===== config.mk =====
export PLATFORM = sky130hd
export DESIGN_NAME = alu_share_arbiter
export DESIGN_NICKNAME = d
export VERILOG_FILES = /design/src/rtl/alu_share_pkg.sv /design/src/rtl/alu_share_arbiter_rr.sv /design/src/rtl/alu_share_arbiter.sv
export SDC_FILE = /design/constraint.sdc
export NUM_CORES = 1
export LEC_CHECK = 0
export CAP_MARGIN = 20
export CELL_PAD_IN_SITES_DETAIL_PLACEMENT = 1
export CELL_PAD_IN_SITES_GLOBAL_PLACEMENT = 1
export CORE_MARGIN = 2
export CORE_UTILIZATION = 34
export CTS_BUF_LIST = sky130_fd_sc_hd__clkbuf_4
export DETAILED_ROUTE_END_ITERATION = 6
export PLACE_DENSITY = 0.88
export SYNTH_ARGS = -nofsm -noshare
export SYNTH_HDL_FRONTEND = slang
export SYNTH_SLANG_ARGS = --single-unit

===== constraint.sdc =====
create_clock -name clk -period 2.85 [get_ports clk]
set_input_delay 0.7125 -clock clk [delete_from_list [all_inputs] [get_ports clk]]
set_output_delay 0.7125 -clock clk [all_outputs]
set_load 0.1 [all_outputs]

===== src/rtl/alu_share_pkg.sv =====
// Shared definitions for the two-requester ALU sharing arbiter.
// Combinational constants only; no latency.
// No flow control of its own.
package alu_share_pkg;

    // Arbiter FSM encoding
    localparam logic [1:0] ST_IDLE = 2'd0;
    localparam logic [1:0] ST_EXEC = 2'd1;
    localparam logic [1:0] ST_RESP = 2'd2;

    // Bit positions inside the 3-bit response flag vector {ovf, cout, zero}
    localparam int FLAG_ZERO = 0;
    localparam int FLAG_COUT = 1;
    localparam int FLAG_OVF  = 2;

    // ALU_control encodings understood by the shared ALU
    localparam logic [3:0] ALU_AND = 4'b0000;
    localparam logic [3:0] ALU_OR  = 4'b0001;
    localparam logic [3:0] ALU_ADD = 4'b0010;
    localparam logic [3:0] ALU_SUB = 4'b0110;
    localparam logic [3:0] ALU_SLT = 4'b0111;
    localparam logic [3:0] ALU_NOR = 4'b1100;

endpackage


===== src/rtl/alu_share_arbiter_rr.sv =====
// Two-way round-robin arbiter with a registered last-grant pointer.
// Grant is combinational (zero latency); pointer updates on the grant edge.
// Grant is forced to zero while enable is low.
module rr_arbiter_2 (
    input  logic       clk,
    input  logic       rst_n,
    input  logic [1:0] req,
    input  logic       enable,
    output logic [1:0] grant,
    output logic       last_gnt
);

    logic last_q;
    logic last_d;

    // Pick the lone requester, or the one not served last when both ask
    always_comb begin
        grant = 2'b00;
        if (enable) begin
            case (req)
                2'b01:   grant = 2'b01;
                2'b10:   grant = 2'b10;
                2'b11:   grant = last_q ? 2'b01 : 2'b10;
                default: grant = 2'b00;
            endcase
        end
    end

    // Pointer only moves when a grant is actually issued
    always_comb begin
        last_d = last_q;
        if (grant != 2'b00) begin
            last_d = grant[1];
        end
    end

    // Reset value 1 means "requester 1 was served last", so req0 wins first
    always_ff @(posedge clk or negedge rst_n) begin
        if (!rst_n) begin
            last_q <= 1'b1;
        end else begin
            last_q <= last_d;
        end
    end

    assign last_gnt = last_q;

endmodule


===== src/rtl/alu_share_arbiter.sv =====
// Shares one ALU between two valid/ready requesters, round-robin, one op in flight.
// Accept -> response valid in 2 edges; at most one op per 3 cycles.
// Requests are held off (ready low) until the current response is consumed.
module alu_share_arbiter
    import alu_share_pkg::*;
#(
    parameter int DATA_W  = 32,
    parameter int CTRL_W  = 4,
    parameter int BONUS_W = 3
) (
    input  logic               clk,
    input  logic               rst_n,
    input  logic               req0_valid,
    output logic               req0_ready,
    input  logic [DATA_W-1:0]  req0_src1,
    input  logic [DATA_W-1:0]  req0_src2,
    input  logic [CTRL_W-1:0]  req0_ctrl,
    input  logic [BONUS_W-1:0] req0_bonus,
    input  logic               req1_valid,
    output logic               req1_ready,
    input  logic [DATA_W-1:0]  req1_src1,
    input  logic [DATA_W-1:0]  req1_src2,
    input  logic [CTRL_W-1:0]  req1_ctrl,
    input  logic [BONUS_W-1:0] req1_bonus,
    output logic               rsp0_valid,
    input  logic               rsp0_ready,
    output logic [DATA_W-1:0]  rsp0_result,
    output logic [2:0]         rsp0_flags,
    output logic               rsp1_valid,
    input  logic               rsp1_ready,
    output logic [DATA_W-1:0]  rsp1_result,
    output logic [2:0]         rsp1_flags,
    output logic               alu_rst_n,
    output logic [DATA_W-1:0]  alu_src1,
    output logic [DATA_W-1:0]  alu_src2,
    output logic [CTRL_W-1:0]  alu_ctrl,
    output logic [BONUS_W-1:0] alu_bonus,
    input  logic [DATA_W-1:0]  alu_result,
    input  logic               alu_zero,
    input  logic               alu_cout,
    input  logic               alu_overflow
);

    logic [1:0]               state_q, state_d;
    logic                     gnt_id_q, gnt_id_d;
    logic [DATA_W-1:0]        src1_q, src1_d;
    logic [DATA_W-1:0]        src2_q, src2_d;
    logic [CTRL_W-1:0]        ctrl_q, ctrl_d;
    logic [BONUS_W-1:0]       bonus_q, bonus_d;
    logic [1:0]               rsp_valid_q, rsp_valid_d;
    logic [1:0][DATA_W-1:0]   rsp_result_q, rsp_result_d;
    logic [1:0][2:0]          rsp_flags_q, rsp_flags_d;
    logic                     alu_rst_n_q, alu_rst_n_d;

    logic [1:0]               grant;
    logic                     last_gnt;
    logic                     arb_en;
    logic [2:0]               alu_flags;
    logic [1:0]               rsp_rdy;

    // New grants are only considered while no operation is in flight
    assign arb_en  = (state_q == ST_IDLE);
    assign rsp_rdy = {rsp1_ready, rsp0_ready};

    rr_arbiter_2 u_arb (
        .clk      (clk),
        .rst_n    (rst_n),
        .req      ({req1_valid, req0_valid}),
        .enable   (arb_en),
        .grant    (grant),
        .last_gnt (last_gnt)
    );

    // Gather ALU status bits into the response flag layout
    always_comb begin
        alu_flags            = 3'b000;
        alu_flags[FLAG_ZERO] = alu_zero;
        alu_flags[FLAG_COUT] = alu_cout;
        alu_flags[FLAG_OVF]  = alu_overflow;
    end

    // IDLE latches the granted request, EXEC captures the ALU, RESP waits for the consumer
    always_comb begin
        state_d      = state_q;
        gnt_id_d     = gnt_id_q;
        src1_d       = src1_q;
        src2_d       = src2_q;
        ctrl_d       = ctrl_q;
        bonus_d      = bonus_q;
        rsp_valid_d  = rsp_valid_q;
        rsp_result_d = rsp_result_q;
        rsp_flags_d  = rsp_flags_q;
        alu_rst_n_d  = 1'b1;
        case (state_q)
            ST_IDLE: begin
                if (grant != 2'b00) begin
                    gnt_id_d = grant[1];
                    src1_d   = grant[1] ? req1_src1  : req0_src1;
                    src2_d   = grant[1] ? req1_src2  : req0_src2;
                    ctrl_d   = grant[1] ? req1_ctrl  : req0_ctrl;
                    bonus_d  = grant[1] ? req1_bonus : req0_bonus;
                    state_d  = ST_EXEC;
                end
            end
            ST_EXEC: begin
                rsp_result_d[gnt_id_q] = alu_result;
                rsp_flags_d[gnt_id_q]  = alu_flags;
                rsp_valid_d[gnt_id_q]  = 1'b1;
                state_d                = ST_RESP;
            end
            ST_RESP: begin
                if (rsp_valid_q[gnt_id_q] && rsp_rdy[gnt_id_q]) begin
                    rsp_valid_d[gnt_id_q] = 1'b0;
                    state_d               = ST_IDLE;
                end
            end
            default: begin
                state_d = ST_IDLE;
            end
        endcase
    end

    // State and output registers; reset discards any in-flight work
    always_ff @(posedge clk or negedge rst_n) begin
        if (!rst_n) begin
            state_q      <= ST_IDLE;
            gnt_id_q     <= 1'b0;
            src1_q       <= '0;
            src2_q       <= '0;
            ctrl_q       <= '0;
            bonus_q      <= '0;
            rsp_valid_q  <= '0;
            rsp_result_q <= '0;
            rsp_flags_q  <= '0;
            alu_rst_n_q  <= 1'b0;
        end else begin
            state_q      <= state_d;
            gnt_id_q     <= gnt_id_d;
            src1_q       <= src1_d;
            src2_q       <= src2_d;
            ctrl_q       <= ctrl_d;
            bonus_q      <= bonus_d;
            rsp_valid_q  <= rsp_valid_d;
            rsp_result_q <= rsp_result_d;
            rsp_flags_q  <= rsp_flags_d;
            alu_rst_n_q  <= alu_rst_n_d;
        end
    end

    assign req0_ready  = grant[0];
    assign req1_ready  = grant[1];
    assign rsp0_valid  = rsp_valid_q[0];
    assign rsp1_valid  = rsp_valid_q[1];
    assign rsp0_result = rsp_result_q[0];
    assign rsp1_result = rsp_result_q[1];
    assign rsp0_flags  = rsp_flags_q[0];
    assign rsp1_flags  = rsp_flags_q[1];
    assign alu_rst_n   = alu_rst_n_q;
    assign alu_src1    = src1_q;
    assign alu_src2    = src2_q;
    assign alu_ctrl    = ctrl_q;
    assign alu_bonus   = bonus_q;

    // The pointer is kept for observability only
    logic unused_last;
    assign unused_last = last_gnt;

endmodule

==> results of run 1 <==
## sequential cells by signal, summed over array words and instances (netlist names), named ones only
| register | count |
|---|---|
| alu_src2 | 32 |
| rsp0_result | 32 |
| alu_rst_n | 1 |
| alu_src1 | 32 |
| gnt_id_q | 1 |
| rsp0_flags | 3 |
| rsp1_result | 32 |
| alu_ctrl | 4 |
| rsp1_flags | 3 |
| alu_bonus | 3 |
| u_arb.last_gnt | 1 |
| state_q | 2 |
## worst max-delay path, stage by stage
cell             delay [ns]
clkdlybuf4s50_1        0.50
nor3b_4                0.20
and2_1                 0.23
buf_12                 0.19
## cell families (layout without fill, tap and decap cells)
family	Yosys count	count (layout)	share of synthesized area, %
simple gates	163	163	16.1
compound gates	148	148	14.6
flops	148	148	53.2
mux	70	70	11.3
buf+inv	70	381	4.78
other cells	1	2	0.0538
## cell usage after synthesis, drive strengths merged (3+ instances only)
master   number  share of area, %
a21oi         3              0.22
o21ai        72               5.2
o2111ai      71               8.9
dfrtp       147                53
nor2          8              0.57
and3         71               6.4
mux2         70                11
nand3b       73               7.9
nand3         3              0.29
buf          18               1.8
clkbuf       50               2.9
## cell type report
cell class,count,area [um^2]
fill,2186,9820
sequential,148,3700
timing repair buffer,347,3110
multi-input combinational,382,2940
tap,270,338
clock buffer,17,128
clock inverter,15,119
inverter,2,7.51
antenna,1,2.50
## layer usage
layer  track usage, %  part of all wire, %  up-vias
met5                0                    0        -
met3             7.73                  8.1       19
met1             28.9                   40     3227
met2             40.4                   50      252
met4             5.53                  1.3        0
li1                 -                    -     2879
## final timing paths
path / depth (start not counted) / to / start
max: 4 / req1_ready / req1_valid
min: 1 / alu_src2[9]$_DFFE_PN0P_ / rst_n
max reg2reg: 2 / rsp1_result[19]$_DFFE_PN0P_ / state_q[0]$_DFFE_PN0P_
min reg2reg: 1 / rsp1_result[1]$_DFFE_PN0P_ / rsp1_result[1]$_DFFE_PN0P_
max in group asynchronous: 2 / rsp0_result[14]$_DFFE_PN0P_ / rst_n
min in group clk: 1 / rsp1_result[1]$_DFFE_PN0P_ / rsp1_result[1]$_DFFE_PN0P_
## through the flow
step	utilization, %	cell area (um^2)
after floorplan	-	6970
after global placement	50.1	10100
after detailed placement	50.1	10100
after CTS	51.3	10300
after global routing	51.3	10300
final	51.3	10300
==> impl_metrics.py, run 1 <==
metrics = {
    "floorplan": {
        "die_x_um": 147,
        "initial_core_util_pct": 34.5,
        "io_pins": 329,
        "fp.dieArea_um2": 21600,
        "design.core.area_um2": 20200,
        "die_h_um": 147,
        "num_rows": 52,
    },
    "logic_synthesis": {
        "async_flop_share_pct": 100,
        "synth_edf_count": 0,
        "synth_area_um2": 6970,
        "synth.avg_cell_area_um2": 11.6,
        "syn_nets": 783,
        "netlist-cell-type-count": 32,
        "synthFlopType": "dfrtp_1",
        "yosys_warnings": 0,
        "syn_inst": 600,
        "ys_seq_area_share_pct": 53.2,
        "ys_ff_latch": 148,
    },
    "global_route": {
        "track_usage_pct": 23.6,
        "grt_max_degree": 73,
        "grt_pass1_wl_mm": 39.9,
        "gr-total-overflow": 0,
        "grt_pass1_vias": 6781,
        "grt_antenna_before_repair": 1,
    },
    "route": {
        "ant_nets": 0,
        "initialDrtViolationCount": 218,
        "post_drt_via_cell_ratio": 5.40,
        "dr_total_vias": 6377,
        "drc": 0,
        "drt-pass1-iter-count": 4,
        "wirelength_mm": 25.7,
        "wl_per_cell_um": 21.7,
    },
    "cts": {
        "cts_tree": "built",
        "path_clk_slew_ns": 0.15,
        "max-clock-path-buffers": 2,
        "post_cts_resized": 0,
        "root_buffer": "clkbuf_4",
        "hold_buffers": 0,
        "clk_latency_ns": 0.53,
        "htree_levels": 4,
        "clock_sinks": 148,
        "post_cts_buffers": 0,
        "cts_buffers": 17,
    },
    "timing": {
        "tns_ns": 0,
        "finalSetupViolations": 0,
        "worstMarginPinSlew_ns": 0.930,
        "slew_headroom_pct": 37.9,
        "timing.final.crit_share_pct": 89.3,
        "finalMaxSlewViolations": 0,
        "fmax_mhz": 393,
        "fin_ws_ns": 0.306,
        "min_period_ns": 2.54,
        "rsz0062_at_grt": "no",
        "hold_viol": 0,
        "fin_skew_ns": 0.0219,
        "whs_ns": 0.148,
    },
    "final_layout": {
        "final_common_cell": "clkdlybuf4s50_1",
        "drive_gt1_share_pct": 30.5,
        "fin_nets": 1081,
        "instances_no_fill": 1182,
        "syn_to_final_growth_pct": 48.6,
        "layout_common_cells": "clkdlybuf4s50_1, buf_4, dfrtp_1",
    },
    "critical_path": {
        "reg2reg_slack_ns": 0.64,
        "endpoint_kind": "primary output",
        "cp-start-kind": "input port",
        "cp_data_arrival_time_ns": 1.83,
        "critPathMaxFanout": 2,
        "required_ns": 2.14,
        "worstSetupPathType": "in2out",
    },
    "place": {
        "place_congestion": 0.764,
        "placed_cells": 1149,
        "dpl.hpwl_mm": 17.8,
        "portBuffers": 328,
        "post-place-ws_ns": 0.297,
    },
    "run_status": {
        "status": "completed",
    },
    "job": {
        "maxCapViolations": 0,
    },
    "worst_hold_path": {
        "hold_class": "in2async",
    },
}
Power of run 1 is left out: the tool's default activity adds up to more than one toggle a clock period on the data nets, which glitch-free logic cannot reach.
==> run 2, diff against run 1 <==
--- a/config.mk
+++ b/config.mk
@@ -12,7 +12,7 @@
 export CORE_UTILIZATION = 34
 export CTS_BUF_LIST = sky130_fd_sc_hd__clkbuf_4
 export DETAILED_ROUTE_END_ITERATION = 6
-export PLACE_DENSITY = 0.88
+export PLACE_DENSITY_LB_ADDON = 0.1
 export SYNTH_ARGS = -nofsm -noshare
 export SYNTH_HDL_FRONTEND = slang
 export SYNTH_SLANG_ARGS = --single-unit
==> run 2 against run 1 <==
Against the previous run: final area is 0.51% higher; hold slack worse by 0.055 ns; register-to-register slack lost 0.03 ns.
==> impl_metrics.py, run 2 (synthesis gave the netlist of run 1 again) <==
metrics = {
    "timing": {
        "fin_ws_ns": 0.226,
        "finalSetupViolations": 0,
        "timing.final.crit_share_pct": 92.1,
        "hold_viol": 0,
        "min_period_ns": 2.62,
        "rsz0062_at_grt": "no",
        "finalMaxSlewViolations": 0,
        "worstMarginPinSlew_ns": 0.982,
        "slew_headroom_pct": 34.5,
        "fin_skew_ns": 0.0257,
        "tns_ns": 0,
        "fmax_mhz": 381,
    },
    "cts": {
        "root_buffer": "clkbuf_4",
        "clk_latency_ns": 0.55,
        "clock_sinks": 148,
        "hold_buffers": 0,
        "cts_tree": "built",
        "cts_buffers": 17,
        "post_cts_buffers": 0,
        "post_cts_resized": 0,
        "path_clk_slew_ns": 0.15,
        "htree_levels": 4,
        "max-clock-path-buffers": 2,
    },
    "route": {
        "dr_total_vias": 6360,
        "wl_per_cell_um": 22.1,
        "initialDrtViolationCount": 292,
        "wirelength_mm": 26.1,
        "drc": 0,
        "ant_nets": 0,
        "post_drt_via_cell_ratio": 5.39,
        "drt-pass1-iter-count": 4,
    },
    "job": {
        "maxCapViolations": 0,
    },
    "floorplan": {
        "design.core.area_um2": 20200,
        "num_rows": 52,
        "fp.dieArea_um2": 21600,
        "die_h_um": 147,
        "die_x_um": 147,
        "io_pins": 329,
        "initial_core_util_pct": 34.5,
    },
    "final_layout": {
        "final_common_cell": "clkdlybuf4s50_1",
        "drive_gt1_share_pct": 30.3,
        "fin_nets": 1077,
        "n_fill_cell": 2164,
        "layout_common_cells": "clkdlybuf4s50_1, buf_4, dfrtp_1",
        "seqCellArea_um2": 3700,
        "multiInputGateArea_um2": 2940,
        "syn_to_final_growth_pct": 49.3,
    },
    "global_route": {
        "grt_pass1_wl_mm": 40.7,
        "grt_antenna_before_repair": 3,
        "track_usage_pct": 24.0,
        "grt_pass1_vias": 6948,
        "gr-total-overflow": 0,
        "grt_max_degree": 73,
    },
    "critical_path": {
        "cp-start-kind": "input port",
        "worstSetupPathType": "in2out",
        "endpoint_kind": "primary output",
        "path_buf_inv": 2,
        "critPathSlowestCell": "clkdlybuf4s50_1",
        "critPathMaxStageDelay_ns": 0.57,
        "cp_data_arrival_time_ns": 1.91,
        "path_delay_family": "buffers and inverters",
        "path_cells": "clkdlybuf4s50_1, nor3b_4, and2_1, buf_12",
        "critPathMaxFanout": 3,
        "required_ns": 2.14,
    },
    "place": {
        "dpl.hpwl_mm": 17.5,
        "place_congestion": 0.790,
        "post-place-ws_ns": 0.234,
        "portBuffers": 328,
    },
    "worst_hold_path": {
        "hold_class": "in2async",
    },
    "run_status": {
        "status": "completed",
    },
}
-- run 2: changes by cell type in the layout (fill, tap and decap cells not counted) --
cell	previous run	this run
clkinvlp_4	4	2
buf_4	161	157
inv_8	2	0
clkinv_4	1	3
clkinv_1	1	0
bufinv_16	0	2
diode_2	1	4
clkinv_8	0	3
clkinv_2	2	0
-- run 2: worst reg2reg max path: stages, from the launching register on --
cell and delay, ns:
dfrtp_1 0.65, nand3_2 0.86, mux2_2 0.62
-- run 2: worst paths after layout --
check                                      startpoint                          end  slack, ns  cells past startpoint
max                                        req1_valid                   req1_ready       0.23                      4
max reg2reg                    state_q[0]$_DFFE_PN0P_   rsp1_result[6]$_DFFE_PN0P_       0.61                      2
max in group asynchronous                       rst_n     alu_src1[31]$_DFFE_PN0P_       1.93                      2
min reg2reg                rsp1_result[9]$_DFFE_PN0P_   rsp1_result[9]$_DFFE_PN0P_       0.52                      1
min in group clk           rsp1_result[9]$_DFFE_PN0P_   rsp1_result[9]$_DFFE_PN0P_       0.52                      1
min                                             rst_n  rsp1_result[12]$_DFFE_PN0P_       0.09                      1
-- run 2: layout make-up --
class | count | share of cell area, %
antenna | 4 | 0.0962
clock buffer | 17 | 1.23
clock inverter | 15 | 1.86
inverter | 2 | 0.0722
multi-input combinational | 382 | 28.3
sequential | 148 | 35.6
tap | 270 | 3.25
timing repair buffer | 343 | 29.6
-- run 2: stage by stage --
step,utilization (%),area [um^2],hold slack [ns],cells
finish,51.6,10400,0.0933,1181
detailed placement,49.9,10100,0.496,1145
global route,51.5,10400,0.0688,1179
CTS,51.5,10400,0.0793,1177
global placement,49.9,10100,0.489,1145
floorplan,-,6970,0.417,600
-- run 2: layer usage --
layer / vias up / track usage (%) / routed length (um)
li1: 2873 / - / -
met1: 3198 / 29.4 / 10700
met2: 253 / 41.1 / 13000
met3: 36 / 6.83 / 1840
met4: 0 / 7.16 / 597
met5: - / 0 / 0
Power of run 2 is left out for the same reason.
